## config.mk

```make
export PLATFORM = sky130hd
export DESIGN_NAME = uart_receiver
export DESIGN_NICKNAME = d
export VERILOG_FILES = /design/src/rtl/uart_receiver.sv
export SDC_FILE = /design/constraint.sdc
export NUM_CORES = 1
export LEC_CHECK = 0
export CORE_UTILIZATION = 66
export CTS_CLUSTER_DIAMETER = 30
export CTS_CLUSTER_SIZE = 12
export DETAILED_ROUTE_END_ITERATION = 7
export DONT_BUFFER_PORTS = 1
export HOLD_SLACK_MARGIN = 0.03
export PLACE_DENSITY = 0.87
export SYNTH_ARGS = -nofsm -noshare
export SYNTH_HDL_FRONTEND = slang
export SYNTH_SLANG_ARGS = --single-unit
export TNS_END_PERCENT = 20
```

## constraint.sdc

```tcl
create_clock -name clk -period 4.92 [get_ports clk]
set_input_delay 0.984 -clock clk [delete_from_list [all_inputs] [get_ports clk]]
set_output_delay 0.984 -clock clk [all_outputs]
set_load 0.05 [all_outputs]
```

## src/rtl/uart_receiver.sv

```systemverilog
// uart_receiver: 8N1 serial receiver with a two-flop input synchronizer.
// The bit period is CLKS_PER_BIT clocks. The start bit is checked at its midpoint.
// Each data bit and the stop bit are then sampled one full period later, near its centre.
// A good frame updates data_out and pulses data_valid for one clock.
// A frame whose stop bit samples low pulses frame_err for one clock and leaves data_out unchanged.
module uart_receiver #(
  parameter int CLKS_PER_BIT = 434
) (
  input  logic       clk,
  input  logic       reset,
  input  logic       rx,
  output logic [7:0] data_out,
  output logic       data_valid,
  output logic       frame_err,
  output logic       busy
);

  localparam int CNT_W = $clog2(CLKS_PER_BIT);

  // Mid-start-bit sample point and full-bit sample point.
  localparam logic [CNT_W-1:0] HALF_M1 = CNT_W'(CLKS_PER_BIT / 2 - 1);
  localparam logic [CNT_W-1:0] FULL_M1 = CNT_W'(CLKS_PER_BIT - 1);

  localparam logic [1:0] IDLE  = 2'd0;
  localparam logic [1:0] START = 2'd1;
  localparam logic [1:0] DATA  = 2'd2;
  localparam logic [1:0] STOP  = 2'd3;

  logic             rx_m;
  logic             rx_s;
  logic [1:0]       state;
  logic [CNT_W-1:0] cnt;
  logic [2:0]       bit_idx;
  logic [7:0]       shift;

  // Two-flop synchronizer; flops reset to the idle (high) line level.
  always_ff @(posedge clk) begin
    if (reset) begin
      rx_m <= 1'b1;
      rx_s <= 1'b1;
    end else begin
      rx_m <= rx;
      rx_s <= rx_m;
    end
  end

  // Frame FSM: start detection, bit sampling, stop check and output pulses.
  always_ff @(posedge clk) begin
    if (reset) begin
      state      <= IDLE;
      cnt        <= '0;
      bit_idx    <= 3'd0;
      shift      <= 8'hFF;
      data_out   <= 8'hFF;
      data_valid <= 1'b0;
      frame_err  <= 1'b0;
    end else begin
      data_valid <= 1'b0;
      frame_err  <= 1'b0;
      case (state)
        IDLE: begin
          cnt <= '0;
          if (!rx_s) begin
            state <= START;
          end
        end
        START: begin
          if (cnt == HALF_M1) begin
            cnt <= '0;
            // A line that is high again at mid-start was a glitch.
            state <= rx_s ? IDLE : DATA;
          end else begin
            cnt <= cnt + CNT_W'(1);
          end
        end
        DATA: begin
          if (cnt == FULL_M1) begin
            shift[bit_idx] <= rx_s;
            cnt            <= '0;
            bit_idx        <= bit_idx + 3'd1;
            if (bit_idx == 3'd7) begin
              state <= STOP;
            end
          end else begin
            cnt <= cnt + CNT_W'(1);
          end
        end
        STOP: begin
          if (cnt == FULL_M1) begin
            cnt <= '0;
            if (rx_s) begin
              data_out   <= shift;
              data_valid <= 1'b1;
            end else begin
              frame_err <= 1'b1;
            end
            state <= IDLE;
          end else begin
            cnt <= cnt + CNT_W'(1);
          end
        end
        default: begin
          state <= IDLE;
          cnt   <= '0;
        end
      endcase
    end
  end

  assign busy = (state != IDLE);

endmodule

```

[After elaboration in Yosys (flattened, before gate mapping)]
Index checks and enable logic that the tools add are counted.
Widths: inputs -> output; s select.
Word-level totals
  register bits: 34
  output and inout port bits: 11
Operators by class
  add/sub/neg operators: 2
  $lt $le $gt $ge: 2
  eq/ne operators: 11
  multiplexer cells: 15
  bitwise operators: 2
  reductions and logical operators: 8
Operators with widths (number)
  $pmux 9 s3: 1
  $mux 9: 2
  $mux 2: 6
  $ne 2x2->1 const B: 5
  $add 9x1->9 const B: 1
  $eq 9x8->1 const B: 1
  $eq 9x9->1 const B: 1
  $bwmux 8: 1
  $pmux 2 s4: 1
  $reduce_and 5->1: 1
  $eq 2x2->1 const B: 2
  $lt 3x4->1 const B: 1
  $add 3x1->3 const B: 1
  $demux 1 s3: 1
  $eq 3x3->1 const B: 1
  $ge 3x1->1 const B: 1
  $mux 1: 3
  $reduce_and 3->1: 1
  $reduce_or 3->1: 1
  $eq 2x1->1 const B: 1
  $logic_not 2->1: 1
  $not 1->1: 2
  $reduce_and 2->1: 1
  $reduce_bool 2->1: 1
  2 further kinds: 2

[Depth between registers and ports, before layout]
  depth in word-level cells: 5
  mapped depth: 7
  gate-level depth less buffers: 6

[Worst setup path after synthesis]
No wires, ideal clock.
  path type: register -> output
  start: reg (tool-made name)
  end: out busy
  arrival: 807 ps
  data required time: 3936 ps
  slack: 3129 ps
  cell stages (with the launch flop): 3
  buffers on the path: 1
  path through: dfxtp_1 buf_6 or2_2
RTL lines
  end: declaration: line 15  | output logic busy

[Worst setup path in the final report]
  start: reg state[0]
  end: out busy
On the way
  word-level cells in the longest chain between the ends: 1
RTL lines
  start: declaration: line 31  | logic [1:0] state;
  start signal: assignment: line 71  | state <= rx_s ? IDLE : DATA;
  $reduce_bool 2->1: line 110  | assign busy = (state != IDLE);
Every way passes these cells.

==> flow_metrics.env <==
export IMPL_grt_pass1_wl_mm=4.67
export IMPL_fin_setup_tns_ns=0
export IMPL_post_cts_buffers=0
export IMPL_cp_top_family="simple AND/OR/NAND/NOR gates"
export IMPL_power_frac_comb_pct=2.0
export IMPL_critPathSlowestCell="or2_2"
export IMPL_rows=17
export IMPL_vias=1161
export IMPL_async_flop_share_pct=0
export IMPL_finalPower_w=0.000446
export IMPL_p_int_w=0.000349
export IMPL_syn_nets=173
export IMPL_synth_avg_cell_area_um2=9.43
export IMPL_powerDensity_nw_per_um2=285
export IMPL_rrSetupSlack_ns=3.07
export IMPL_drt_pass1_iterations=4
export IMPL_worst_slew_pin_slew_ns=0.721
export IMPL_dp_slack_ns=3.10
export IMPL_status="complete, no violations"
export IMPL_fin_util_pct=70.9
export IMPL_hold_path_cell_count=1
export IMPL_core_um2=2210
export IMPL_crit_path_start_kind="flip-flop"
export IMPL_fin_skew_ns=0.0106
export IMPL_timing_rr_start="cnt[0]"
export IMPL_layout_setup_ws_ns=2.77
export IMPL_die_x_um=50.6
export IMPL_die_y_um=50.6
export IMPL_vias_per_cell=6.05
export IMPL_cpPeakStageDelay_ns=0.46
export IMPL_cts_tree="done"
export IMPL_ys_seq_area_share_pct=43.7
export IMPL_dieArea_um2=2560
export IMPL_clk_pin_slew_ns=0.10
export IMPL_hold_end="rx_s"
export IMPL_leakage_nw=0.581
export IMPL_cts_resized_gates=0
export IMPL_synth_area_top_cells="dfxtp_1, nor2_1, ha_1"
export IMPL_wl_per_cell_um=14.3
export IMPL_ctsLongestPathBuffers=2
export IMPL_ctsHtreeMaxLevel=2
export IMPL_synth_edf_count=0
export IMPL_rsz0062_at_grt="no"
export IMPL_worstSkewPairLatency_ns=0.33
export IMPL_hp_start="rx_m"
export IMPL_hold_class="reg -> reg"
export IMPL_r2r_cells=4
export IMPL_synth_top_area_share_pct=43.7
export IMPL_slew_headroom_pct=51.5
export IMPL_syn2layout_area_growth_pct=0.723
export IMPL_hold_viol_final=0
export IMPL_crit_fanout=9
export IMPL_drt_iter0_markers=23
export IMPL_diodes=0
export IMPL_syn_inst=165
export IMPL_gp_congestion=0.835
export IMPL_ctsHoldBuffers=0
export IMPL_p_sw_share_pct=21.8
export IMPL_yosysTopAreaCell="dfxtp_1"
export IMPL_hold_ws_ns=0.418
export IMPL_ir_worst_vdd_uv=230
export IMPL_drc=0
export IMPL_synth_cell_type_count=38
export IMPL_regToRegEndpoint="data_out[4]"
export IMPL_numCtsBuffers=5
export IMPL_startpoint="state[0]"
export IMPL_gr_total_overflow=0
export IMPL_worstSetupEndpointType="output pin"
export IMPL_io_pin_count=14
export IMPL_grt_max_degree=27
export IMPL_switching_power_w=0.0000973
export IMPL_routed_wl_mm=2.74
export IMPL_clock_sinks=34
export IMPL_pwr_share_seq_pct=62.5
export IMPL_antenna_found_initial=0
export IMPL_layout_drive_gt1_share_pct=9.76
export IMPL_worst_ep_required_time_ns=3.94
export IMPL_globalRouteTotalUtil_pct=24.9
export IMPL_synth_seq_cells=34
export IMPL_ys_warn_count=0
export IMPL_root_buffer="clkbuf_4"
export IMPL_period_minus_slack_ns=2.15
export IMPL_path_cells="or2_2"
export IMPL_netlist_area_um2=1560
export IMPL_maxCapViolations=0
export IMPL_place_hpwl_mm=1.93
export IMPL_synthFlopType="dfxtp_1"
export IMPL_initial_core_util_pct=70.4
export IMPL_portBuffers=0
export IMPL_fmax_ghz=0.464
export IMPL_path_class="reg -> out"
export IMPL_cp_arrival_ns=1.17
export IMPL_fin_crit_sh_pct=43.8
export IMPL_drv_slew=0
export IMPL_nets=171
export IMPL_detail_route_antenna_nets=0
export IMPL_worst_path_buf_inv=0
export IMPL_clockPowerShare_pct=35.6
export IMPL_grt_pass1_vias=1080
export IMPL_finalSetupViolations=0
-- placed cells by master (no fill, tap or decap), types with 3 or more instances in the layout --
master	Yosys	routed
dfxtp_1	34	34
nor2_1	17	17
nand2_1	13	13
inv_1	10	10
a21oi_1	10	10
o21ai_0	9	9
nand3_1	7	7
nor3_1	6	6
nand4_1	6	6
xor2_1	5	5
ha_1	5	5
clkbuf_4	0	5
or2_2	3	3
a21boi_1	3	3
a311o_1	3	3
xnor2_1	3	3
-- through the flow --
step                      instances  cell area [um^2]
final                           192              1570
after global routing            192              1570
after CTS                       192              1570
after detailed placement        184              1510
after global placement          184              1510
after floorplan                 165              1560
-- layer usage --
layer	GRT usage, %	wire (um)
met4	12.0	48
met5	0	0
met2	38.7	1270
met1	30.7	1320
met3	8.48	100
-- how the worst max path moves through the flow --
stage | endpoint | cells after the start
floorplan | busy | 2
global placement | busy | 1
detailed placement | shift[6] | 5
CTS | busy | 1
global route | busy | 1
finish | busy | 1
-- flip-flops by register name, summed over array words and instances, names as in the netlist, named ones only --
name	flops
rx_m	1
data_valid	1
rx_s	1
shift	8
frame_err	1
cnt	9
data_out	8
state	1
bit_idx	3
-- layout make-up --
| class | instances | area [um^2] |
|---|---|---|
| clock buffers | 7 | 55.1 |
| clock inverters | 1 | 5.00 |
| fillers | 156 | 644 |
| inverters | 10 | 37.5 |
| multi-input cells | 112 | 754 |
| flip-flops and latches | 34 | 681 |
| well taps | 28 | 35.0 |
-- power groups by stage --
| stage | Clock [W] | Combinational, W | Sequential (W) |
|---|---|---|---|
| after floorplan | 0 | 0.0000123 | 0.000284 |
| after global placement | 0 | 0.00000829 | 0.000285 |
| after detailed placement | 0 | 0.00000874 | 0.000285 |
| after CTS | 0.000162 | 0.00000878 | 0.000279 |
| after global routing | 0.000177 | 0.00000968 | 0.000279 |
| final | 0.000159 | 0.00000874 | 0.000279 |
-- cells in the mapped netlist, drive strengths merged (2+ instances only) --
library cell,number
nand2b,2
nor2b,2
inv,10
a21oi,10
nor3,7
o311ai,2
a21boi,3
xor2,5
nand4b,2
a311o,3
dfxtp,34
nand2,13
clkbuf,5
a31oi,2
nor2,17
nand3,7
ha,5
or2,3
o21ai,9
nor4,2
nand4bb,2
nand4,6
xnor2,3
buf,4
-- cell families after synthesis --
logic type,Yosys count,synth area share (%)
XOR/XNOR,8,4.50
AND/OR/NAND/NOR,66,26.1
buffers and inverters,19,7.80
adder cells (fa/ha/maj),5,4.02
AO/OA/AOI/OAI,33,13.8
flip-flops,34,43.7
Power figures use the tool's default switching activity.
